===== src/rtl/priority_request_latch.sv =====
// Sticky request capture with per-line masking, presented one line at a time
// as a highest-index-first 4-bit index over a valid/ready handshake.
module priority_request_latch #(
  parameter int N     = 16,
  parameter int IDX_W = 4
) (
  input  logic             clk,
  input  logic             rst,
  input  logic [N-1:0]     req,
  input  logic [N-1:0]     mask,
  input  logic             edge_mode,
  output logic             out_valid,
  output logic [IDX_W-1:0] out_idx,
  input  logic             out_ready,
  output logic [N-1:0]     pending,
  output logic             overflow,
  input  logic             clr_ovf
);

  localparam logic [0:0] ST_IDLE    = 1'b0;
  localparam logic [0:0] ST_PRESENT = 1'b1;

  logic [0:0]       state_q,     state_d;
  logic [N-1:0]     req_q,       req_d;
  logic [N-1:0]     pending_q,   pending_d;
  logic             overflow_q,  overflow_d;
  logic             out_valid_q, out_valid_d;
  logic [IDX_W-1:0] out_idx_q,   out_idx_d;

  logic [N-1:0] cap;
  logic [N-1:0] clr;
  logic [N-1:0] elig;
  logic         acc;
  logic         ovf_set;

  function automatic logic [IDX_W-1:0] highest_idx(input logic [N-1:0] v);
    highest_idx = '0;
    // Ascending scan: the last hit is the highest set bit.
    for (int i = 0; i < N; i++) begin
      if (v[i]) highest_idx = IDX_W'(i);
    end
  endfunction

  always_comb begin
    cap     = edge_mode ? (req & ~req_q) : req;
    acc     = out_valid_q & out_ready;
    clr     = acc ? (N'(1) << out_idx_q) : '0;
    elig    = pending_q & ~mask;
    ovf_set = edge_mode & (|(cap & pending_q & ~clr));
  end

  // Capture is OR-ed after the clear so a same-cycle arrival keeps its bit.
  always_comb begin
    req_d      = req;
    pending_d  = (pending_q & ~clr) | cap;
    overflow_d = ovf_set | (overflow_q & ~clr_ovf);
  end

  always_comb begin
    state_d     = state_q;
    out_valid_d = out_valid_q;
    out_idx_d   = out_idx_q;
    case (state_q)
      ST_IDLE: begin
        if (elig != '0) begin
          state_d     = ST_PRESENT;
          out_valid_d = 1'b1;
          out_idx_d   = highest_idx(elig);
        end
      end
      ST_PRESENT: begin
        // The presented index is never retracted, even for a higher arrival.
        if (out_ready) begin
          state_d     = ST_IDLE;
          out_valid_d = 1'b0;
          out_idx_d   = '0;
        end
      end
      default: begin
        state_d     = ST_IDLE;
        out_valid_d = 1'b0;
        out_idx_d   = '0;
      end
    endcase
  end

  // NOTE: sequential state uses non-blocking assignments so every flop samples
  // pre-edge values regardless of statement order.
  always_ff @(posedge clk or posedge rst) begin
    if (rst) begin
      state_q     <= ST_IDLE;
      req_q       <= '0;
      pending_q   <= '0;
      overflow_q  <= 1'b0;
      out_valid_q <= 1'b0;
      out_idx_q   <= '0;
    end else begin
      state_q     <= state_d;
      req_q       <= req_d;
      pending_q   <= pending_d;
      overflow_q  <= overflow_d;
      out_valid_q <= out_valid_d;
      out_idx_q   <= out_idx_d;
    end
  end

  assign out_valid = out_valid_q;
  assign out_idx   = out_idx_q;
  assign pending   = pending_q;
  assign overflow  = overflow_q;

endmodule

===== config.mk =====
export PLATFORM = sky130hd
export DESIGN_NAME = priority_request_latch
export DESIGN_NICKNAME = d
export VERILOG_FILES = /design/src/rtl/priority_request_latch.sv
export SDC_FILE = /design/constraint.sdc
export NUM_CORES = 1
export LEC_CHECK = 0
export BUFFER_PORTS_ARGS = -buffer_cell sky130_fd_sc_hd__buf_4
export CORE_MARGIN = 1
export CORE_UTILIZATION = 37
export DETAILED_ROUTE_END_ITERATION = 7
export GPL_TIMING_DRIVEN = 0
export PLACE_DENSITY_LB_ADDON = 0.05
export SLEW_MARGIN = 10
export SYNTH_ARGS = -nofsm -noshare
export SYNTH_HDL_FRONTEND = slang
export SYNTH_SLANG_ARGS = --single-unit

===== constraint.sdc =====
create_clock -name clk -period 4.95 [get_ports clk]
set_input_delay 0.2475 -clock clk [delete_from_list [all_inputs] [get_ports clk]]
set_output_delay 0.2475 -clock clk [all_outputs]
set_load 0.1 [all_outputs]

Yosys cells after proc, flatten, opt, wreduce, memory -nomap -nowiden
Cells that the tools add are included.
{"block": "totals", "input_bits": 37, "word_cells": 53, "regBits": 39}
{"block": "op_classes", "eq_ne": 2, "bitwise": 15, "shift": 1, "muxes": 26, "reduce_logical": 3}
{"cell": "$and 16x16->16", "count": 5}
{"cell": "$mux 4", "count": 16}
{"cell": "$not 16->16", "count": 3}
{"cell": "$mux 16", "count": 2}
{"cell": "$or 16x16->16", "count": 1}
{"cell": "$reduce_bool 16->1", "count": 1}
{"cell": "$reduce_or 16->1", "count": 1}
{"cell": "$shl 1x4->16 const A", "count": 1}
{"cell": "$pmux 4 s2", "count": 1}
{"cell": "$mux 1", "count": 5}
{"cell": "$ne 2x2->1 const B", "count": 2}
{"cell": "$pmux 1 s2", "count": 2}
{"cell": "$and 1x1->1", "count": 3}
{"cell": "$not 1->1", "count": 2}
{"cell": "$reduce_and 2->1", "count": 1}
{"cell": "$or 1x1->1", "count": 1}

Logic depth before layout (Yosys ltp)
Gate-level depths: netlist of the first run.
{"block": "depth", "ltp_word": 19, "mapped_depth": 7}

Worst setup path before layout of the first run
No wires, ideal clock.
{"block": "synth_path", "kind": "register to register", "startpoint": "register pending_q[8] (netlist: pending[8])", "endpoint": "register out_idx_q[0] (netlist: out_idx[0])", "period_less_slack_ps": 2575, "t_arrival_ps": 2453, "setup_slack_ps": 2375, "t_required_ps": 4828, "stages_incl_launch_ff": 7, "n_path_buf": 0, "path_cell_list": "dfrtp_1 nor2b_1 or4_4 or4_4 nand2b_4 a2bb2oi_2 o21ai_2"}
{"block": "synth_via", "elab_chain_cells": 11, "word_cells_on_any_way": 14, "cone_classes": "1 x eq/ne; 10 x mux; 1 x bitwise; 2 x reduce/logical"}
{"element": "start, declared", "line": "25", "rtl": "logic [N-1:0] pending_q, pending_d;"}
{"element": "start signal, assigned", "line": "100", "rtl": "pending_q <= pending_d;"}
{"element": "$and 16x16->16 (*)", "line": "48", "rtl": "elig = pending_q & ~mask;"}
{"element": "$mux 4 (8 in series)", "line": "40", "rtl": "if (v[i]) highest_idx = IDX_W'(i);"}
{"element": "$mux 4", "line": "65", "rtl": "if (elig != '0) begin"}
{"element": "$pmux 4 s2", "line": "63", "rtl": "case (state_q)"}
{"element": "end signal, assigned", "line": "103", "rtl": "out_idx_q <= out_idx_d;"}
{"element": "end, declared", "line": "28", "rtl": "logic [IDX_W-1:0] out_idx_q, out_idx_d;"}
Every way passes the cells marked *; elsewhere a longest branch is shown, timed or not. The select of a mux whose other input is x is not followed.
A chain may end at the register's enable or synchronous reset.

Worst setup path in the final report of the first run
Ends and elaborated chain as after synthesis.

==> run_results.csv, run 1 <==
group,metric,value,unit
sta,maxSlewHeadroom,0.453,
drt,vias,1623,
sta,setup_tns,0,ps
drt,post_drt_wl_per_cell,15.9,um
setup_path,r2r-start,"pending[8]$_DFF_PP0_",
floorplan,start_util,0.385,
clock_network,cts_tree,"built",
floorplan,io_pins,59,
setup_path,critPathCaptureType,"flop",
place,place_hpwl,3730,um
drt,drt_iter0_drc,110,
sta,skew,11.8,ps
sta,rsz0062_at_grt,"false",
global_routing,grt_pass1_vias,1542,
final_layout,final_cell_count_no_fill,306,
synth,syn_area,0.00182,sq mm
power,p_per_area,496,mW/mm^2
floorplan,core_area,0.00472,sq mm
run_status,status,"completed",
final_layout,syn2layout_area_growth,32.6,%
power,ir_drop,0.000387,V
flow_run,maxCapViolations,0,
global_routing,grt_pass1_wl,7500,um
floorplan,die_y,72.1,um
place,place.gp.congestion,0.875,
clock_network,cts_sinks,39,
synth,synth.net_count,211,
worst_hold_path,min_from,"req[2]",
global_routing,grt_use_total,0.194,
final_layout,fill_cells,451,
clock_network,cts_buffers,5,
worst_hold_path,hold_class,"in -> reg",
synth,ys_types,31,
place,place_inst,298,
clock_network,clk_path_buf_depth,2,
place,port_buffers,57,
synth,synth-seq-cells,39,
setup_path,cp_max_fo,5,
setup_path,critical_path_required,5130,ps
power,p_leak,1.09,nW
sta,finalSetupViolCount,0,
clock_network,htree_levels,2,
drt,viasPerCell,5.30,
sta,hold_viol_final,0,
setup_path,worstSetupStartpoint,"pending[8]$_DFF_PP0_",
setup_path,crit_type,"reg -> reg",
clock_network,postCtsSetupBuffers,0,
sta,post-route-period-util,0.442,
drt,ant_nets,0,
synth,ys_warn_count,0,
synth,synth.avg_cell_area,10.4,sq um
clock_network,cts_hold_buffers,0,
sta,setup_ws,2760,ps
synth,yosysSeqAreaShare,0.537,
final_layout,utilization,0.510,
floorplan,die_x,72.1,um
sta,drv_slew,0,
sta,worst_slew_pin_slew,819,ps
clock_network,clk_pin_slew_worst_paths,80,ps
final_layout,fin_nets,275,
final_layout,diodes,0,
setup_path,startpoint_type,"flop",
clock_network,cts_root_buf,"clkbuf_8",
synth,synthCells,174,
global_routing,grt_max_degree,40,
floorplan,die_area,0.00520,sq mm
setup_path,arrival,2360,ps
sta,max_freq,457,MHz
sta,period_minus_slack,2190,ps
global_routing,antenna_found_initial,0,
global_routing,overflow,0,
drt,routed_wl,4860,um
drt,drc,0,
floorplan,num_rows,25,
drt,detailedRoute.firstPassIterationCount,4,
place,post-place-ws,2790,ps
clock_network,post_cts_resized,0,
clock_network,clk-insertion-delay-late,290,ps
final_layout,drive_gt1_frac,0.305,
## synth_stat cells, drive strengths merged
cell type	number	area (sq um)
a21oi	1	5.00
a22o	16	140
a22oi	1	7.51
a2bb2oi	1	15.0
a31oi	2	12.5
and4	1	8.76
and4b	2	20.0
and4bb	1	12.5
clkbuf	2	7.51
dfrtp	39	976
inv	5	18.8
nand2	34	128
nand2b	11	76.3
nand3	5	25.0
nand4	21	131
nand4bb	1	11.3
nor2	3	11.3
nor2b	11	76.3
nor3	1	5.00
o2111ai	1	8.76
o21ai	9	63.8
o21bai	1	7.51
o311a	1	10.0
o31a	1	8.76
o41ai	1	8.76
or4	2	22.5
## cell usage in the layout (no fill, tap or decap), types with 3 or more instances in the layout
| cell type | count |
|---|---|
| a22o_1 | 16 |
| buf_4 | 57 |
| clkbuf_1 | 4 |
| clkbuf_8 | 5 |
| dfrtp_1 | 39 |
| inv_1 | 4 |
| nand2_1 | 34 |
| nand2b_1 | 10 |
| nand3_1 | 5 |
| nand4_1 | 21 |
| nor2_1 | 3 |
| nor2b_1 | 10 |
| o21ai_0 | 5 |
## where the power goes
group          internal (mW)  switching, mW
sequential             0.367         0.0661
combinational          0.143          0.413
clock                 0.0989          0.107
total                  0.610          0.586
## flip-flops by register name, indices dropped and copies added, names as in the netlist
register / flops
overflow: 1
req_q: 16
out_valid: 1
state_q: 1
out_idx: 4
pending: 16
## per-layer routing
layer,part of all wire,up-vias,track usage
met5,0,-,0
met4,0.020,0,0.0763
met3,0.048,8,0.0458
met2,0.46,50,0.308
met1,0.47,793,0.257
li1,-,772,-
## cells by family (layout without fill, tap and decap cells)
kind of cell / Yosys count / in the layout / share of synthesized area
and+or+nand+nor: 93 / 93 / 0.290
DFF: 39 / 39 / 0.537
AOI/OAI and AO/OA: 35 / 35 / 0.158
buffers and inverters: 7 / 72 / 0.0145
## worst paths after layout
| kind | endpoint | slack, ps | cells after the start |
|---|---|---|---|
| max in group asynchronous | req_q[15]$_DFF_PP0_ | 4310 | 2 |
| hold reg to reg | overflow$_DFF_PP0_ | 540 | 2 |
| setup reg to reg | out_idx[0]$_DFFE_PP0P_ | 2760 | 6 |
| setup / recovery | out_idx[0]$_DFFE_PP0P_ | 2760 | 6 |
| hold / removal | req_q[2]$_DFF_PP0_ | 80 | 1 |
| min in group asynchronous | req_q[1]$_DFF_PP0_ | 120 | 2 |
## per-stage QoR
step | cell area (sq um) | power (mW) | hold WS (ps)
after floorplan | 1820 | 0.850 | 279
after global placement | 2330 | 0.988 | 374
after detailed placement | 2330 | 0.996 | 375
after CTS | 2410 | 1.20 | 70.5
after global routing | 2410 | 1.25 | 60.8
final | 2410 | 1.20 | 77.9
## worst max-delay path, cell delays in order (launching register included)
cell and delay [ps]:
dfrtp_1 410, nor2b_1 170, or4_4 530, or4_4 600
nand2b_4 130, a2bb2oi_2 170, o21ai_2 70
## layout make-up
class,count,area [sq um],share of cell area
buffer,2,7.51,0.00311
clock buffer,7,76.3,0.0317
clock inverter,1,5.00,0.00208
inverter,5,18.8,0.00778
multi-input combinational,128,816,0.338
sequential,39,976,0.405
tap,67,83.8,0.0348
timing repair buffer,57,428,0.177
(Power assumes the default switching activity.)
==> run 2, diff against run 1 <==
Clock period 4.95 ns to 1.9 ns, I/O delays scaled along.
==> run_results.csv, run 2 (synthesis gave the netlist of run 1 again) <==
group,metric,value,unit
run_status,status,"finished, violations left",
run_status,violations,"setup timing",
setup_path,critPathCaptureType,"flop",
setup_path,startpoint_type,"flop",
place,place_hpwl,3750,um
floorplan,io_pins,59,
drt,viasPerCell,5.27,
final_layout,fin_nets,299,
floorplan,die_y,72.1,um
clock_network,clk-insertion-delay-late,290,ps
drt,vias,1739,
floorplan,start_util,0.385,
sta,drv_slew,0,
drt,drc,0,
drt,routed_wl,5090,um
clock_network,htree_levels,2,
power,p_per_area,1210,mW/mm^2
global_routing,antenna_found_initial,0,
place,dpl-instance-area,0.00236,sq mm
sta,hold_viol_final,0,
global_routing,grt_use_total,0.216,
sta,post-route-period-util,1.11,
setup_path,r2r_cells,6,
drt,drt_iter0_drc,99,
final_layout,final_common_cell,"buf_4",
global_routing,overflow,0,
setup_path,crit_type,"reg -> reg",
sta,setup_tns,-1140,ps
sta,setup_ws,-218,ps
setup_path,r2r-start,"pending[9]$_DFF_PP0_",
final_layout,utilization,0.571,
drt,post_drt_wl_per_cell,15.4,um
final_layout,drive_gt1_frac,0.369,
place,port_buffers,57,
setup_path,cp_max_fo,4,
place,place.gp.congestion,0.861,
flow_run,maxCapViolations,0,
final_layout,final_cell_mix,"62 x buf_4, 33 x nand2_1, 30 x dfrtp_1",
setup_path,critical_path_required,2070,ps
clock_network,cts_buffers,5,
power,ir_drop,0.000859,V
clock_network,clk_path_buf_depth,2,
worst_hold_path,hold_class,"in -> reg",
power,power.total,3.28,mW
sta,skew,9.16,ps
global_routing,grt_max_degree,40,
final_layout,final_cell_count_no_fill,330,
final_layout,fill_cells,421,
worst_hold_path,min_from,"out_ready",
global_routing,grt_pass1_wl,8480,um
final_layout,final_cell_area,0.00270,sq mm
drt,detailedRoute.firstPassIterationCount,4,
clock_network,cts_tree,"built",
global_routing,grt_pass1_vias,1762,
floorplan,die_area,0.00520,sq mm
clock_network,cts_sinks,39,
place,place_inst,298,
sta,max_freq,472,MHz
worst_hold_path,holdPathStages,2,
sta,finalSetupViolCount,6,
worst_hold_path,min_to,"out_valid$_DFFE_PP0P_",
setup_path,reg2reg_setup_slack,-220,ps
floorplan,num_rows,25,
sta,worst_slew_pin_slew,814,ps
clock_network,clk_pin_slew_worst_paths,70,ps
final_layout,diodes,0,
drt,ant_nets,0,
setup_path,arrival,2290,ps
sta,period_minus_slack,2120,ps
final_layout,syn2layout_area_growth,48.5,%
power,p_leak,1.22,nW
setup_path,r2r-end,"out_idx[0]$_DFFE_PP0P_",
floorplan,die_x,72.1,um
sta,maxSlewHeadroom,0.456,
floorplan,core_area,0.00472,sq mm
clock_network,cts_root_buf,"clkbuf_8",
sta,rsz0062_at_grt,"true",
==> run 2: cell count changes in the layout (fill, tap and decap cells not counted), moves of 3 or more <==
cell           delta
buf_4             +5
dlygate4sd3_1    +18
nor2b_1           -4
dfrtp_2           +6
dfrtp_4           +3
nor2b_4           +3
dfrtp_1           -9
==> run 2: power breakdown <==
| part | internal (mW) | total, mW | leakage, nW | switching (mW) |
|---|---|---|---|---|
| registers | 0.975 | 1.16 | 0.405 | 0.186 |
| clock network | 0.258 | 0.533 | 0.0422 | 0.275 |
| logic | 0.479 | 1.58 | 0.770 | 1.10 |
==> run 2: per-layer routing <==
metal	global-route usage	vias to the layer above	share of wire
met2	0.347	53	0.49
met3	0.0514	4	0.049
li1	-	821	-
met4	0.0806	0	0.0077
met1	0.284	861	0.45
met5	0	-	0
==> run 2: layout make-up <==
type                    instances  area, sq um  area share
plain buffers                   2         7.51     0.00278
clock buffers                   7         76.3      0.0283
clock inverters                 1         5.00     0.00185
inverters                       5         18.8     0.00695
multi-input cells             128          856       0.317
flip-flops and latches         39          995       0.369
well taps                      67         83.8      0.0311
repair buffers                 81          657       0.243
==> run 2: worst max-delay path by stage <==
stage | cells after the start | endpoint | slack [ps] | startpoint
finish | 6 | out_idx[0]$_DFFE_PP0P_ | -220 | pending[9]$_DFF_PP0_
global route | 6 | out_idx[0]$_DFFE_PP0P_ | -300 | pending[9]$_DFF_PP0_
CTS | 6 | out_idx[3]$_DFFE_PP0P_ | -220 | pending[8]$_DFF_PP0_
detailed placement | 6 | out_idx[0]$_DFFE_PP0P_ | -260 | pending[8]$_DFF_PP0_
global placement | 6 | out_idx[0]$_DFFE_PP0P_ | -240 | pending[8]$_DFF_PP0_
floorplan | 6 | out_idx[0]$_DFFE_PP0P_ | -380 | pending[8]$_DFF_PP0_
==> run 2: worst max-delay path: stages, from the launching register on <==
cell	delay (ps)
dfrtp_4	490
nor2b_4	150
or4_4	510
or4_4	540
nand2b_4	120
a2bb2oi_2	140
o21ai_2	60
==> run 2: what timing repair did <==
| item | 4_1_cts | 5_1_grt |
|---|---|---|
| gates resized for setup | 3 | 9 |
| endpoints found under the setup margin | 7 | 7 |
| pin swaps | 2 | 1 |
| hold buffers | 18 | 0 |
| hold endpoints to repair | 27 | 0 |
| setup buffers | 5 | 1 |
==> run 2: through the flow <==
step,hold slack (ps),setup slack [ps]
final,34.6,-218
after global routing,47.4,-301
after CTS,28.6,-218
after detailed placement,223,-255
after global placement,221,-237
after floorplan,126,-377
==> run 3, diff against run 2 <==
Clock period 1.9 ns to 2.6 ns, I/O delays scaled along.
==> run_results.csv, run 3 (synthesis gave the netlist of run 1 again) <==
group,metric,value,unit
setup_path,critPathSlowestCell,"or4_4",
floorplan,die_x,72.1,um
sta,post-route-period-util,0.841,
setup_path,path_cells,"nor2b_1 > or4_4 > or4_4 > nand2b_4 > a2bb2oi_2 > o21ai_2",
run_status,status,"finished, violations left",
global_routing,overflow,0,
clock_network,cts_buffers,5,
global_routing,grt_pass1_wl,7600,um
final_layout,fill_cells,436,
floorplan,core_area,0.00472,sq mm
power,p_leak,1.16,nW
global_routing,grt_use_total,0.196,
final_layout,fin_nets,291,
sta,skew,11.9,ps
power,p_per_area,893,mW/mm^2
drt,post_drt_wl_per_cell,15.2,um
global_routing,grt_use_met3,0.0444,
sta,maxSlewHeadroom,0.454,
sta,worst_hold_slack,-1.20,ps
clock_network,clk-insertion-delay-late,290,ps
clock_network,cts_root_buf,"clkbuf_8",
drt,routed_wl,4900,um
clock_network,cts_tree,"built",
clock_network,clk_pin_slew_worst_paths,80,ps
floorplan,die_y,72.1,um
drt,viasPerCell,5.24,
sta,drv_slew,0,
clock_network,post_cts_resized,0,
place,place_hpwl,3730,um
setup_path,crit_type,"reg -> reg",
setup_path,reg2reg_setup_slack,410,ps
global_routing,grt_max_degree,40,
sta,max_freq,457,MHz
setup_path,critical_path_required,2780,ps
run_status,violations,"hold timing",
floorplan,io_pins,59,
power,combinationalPowerShare,0.470,
sta,period_minus_slack,2190,ps
place,place_inst,298,
final_layout,utilization,0.544,
clock_network,postCtsSetupBuffers,0,
setup_path,critPathCaptureType,"flop",
power,p_int,1.18,mW
setup_path,startpoint_type,"flop",
drt,ant_nets,0,
floorplan,start_util,0.385,
floorplan,die_area,0.00520,sq mm
final_layout,final_cell_mix,"57 x buf_4, 39 x dfrtp_1, 34 x nand2_1",
clock_network,clk_path_buf_depth,2,
final_layout,syn2layout_area_growth,41.4,%
final_layout,diodes,0,
worst_hold_path,hold_class,"in -> async",
power,p_sw,1.12,mW
setup_path,path_buf_inv,0,
global_routing,met2_usage,0.310,
final_layout,drive_gt1_frac,0.286,
global_routing,antenna_found_initial,0,
sta,setup_tns,0,ps
global_routing,use_met1,0.262,
sta,hold_viol_final,3,
setup_path,cp_max_fo,5,
drt,detailedRoute.firstPassIterationCount,4,
place,place.gp.congestion,0.875,
setup_path,path_delay_family,"simple AND/OR/NAND/NOR gates",
sta,rsz0062_at_grt,"false",
place,port_buffers,57,
drt,vias,1687,
setup_path,crit_top_cell,"or4_4",
global_routing,grt_most_used_layer,"met2",
drt,drc,0,
power,swShare,0.487,
setup_path,max_stage_delay,600,ps
drt,drt_iter0_drc,107,
clock_network,cts_sinks,39,
global_routing,grt_pass1_vias,1583,
power,seqPwrFrac,0.360,
sta,worst_slew_pin_slew,818,ps
final_layout,final_common_cell,"buf_4",
sta,finalSetupViolCount,0,
floorplan,num_rows,25,
power,power.share.clock,0.170,
setup_path,arrival,2360,ps
power,ir_drop,0.000738,V
final_layout,final_cell_count_no_fill,322,
flow_run,maxCapViolations,0,
clock_network,htree_levels,2,
[run 3: timing repair]
item | in CTS | in global routing
setup endpoints to repair | 0 | 0
endpoints found under the hold margin | 16 | 0
hold buffers | 16 | 0
[run 3: final cells by class]
class | instances | area (sq um) | share of cell area
Buffer | 2 | 7.51 | 0.00292
Clock buffer | 7 | 76.3 | 0.0297
Clock inverter | 1 | 5.00 | 0.00195
Inverter | 5 | 18.8 | 0.00730
Multi-Input combinational cell | 128 | 816 | 0.317
Sequential cell | 39 | 976 | 0.380
Tap cell | 67 | 83.8 | 0.0326
Timing Repair Buffer | 73 | 588 | 0.229
[run 3: per-layer routing]
metal	wire length [um]	vias up
met5	0	-
met4	99	0
met3	213	8
met2	2240	50
met1	2350	824
li1	-	805
[run 3: power groups by stage]
stage | Sequential, mW | Combinational, mW | Clock [mW]
final | 0.826 | 1.08 | 0.391
after global routing | 0.843 | 1.13 | 0.428
after CTS | 0.824 | 1.08 | 0.404
after detailed placement | 0.835 | 1.06 | 0
after global placement | 0.829 | 1.05 | 0
after floorplan | 1.34 | 0.276 | 0
[run 3: path summary, 6_finish.rpt]
kind | startpoint | to | cells after the start
setup / recovery | pending[8]$_DFF_PP0_ | out_idx[0]$_DFFE_PP0P_ | 6
hold / removal | rst | req_q[1]$_DFF_PP0_ | 2
setup reg to reg | pending[8]$_DFF_PP0_ | out_idx[0]$_DFFE_PP0P_ | 6
hold reg to reg | overflow$_DFF_PP0_ | overflow$_DFF_PP0_ | 2
max in group asynchronous | rst | req_q[15]$_DFF_PP0_ | 2
min in group clk | clr_ovf | overflow$_DFF_PP0_ | 2
[run 3: through the flow]
step           power, mW  area, sq um  hold WS (ps)  worst slack [ps]
3_3_place_gp        1.88         2330           256               488
4_1_cts             2.31         2570          2.63               422
6_report            2.30         2570         -1.20               412
3_5_place_dp        1.90         2330           258               441
5_1_grt             2.40         2570          5.50               343
2_1_floorplan       1.62         1820           161              24.7
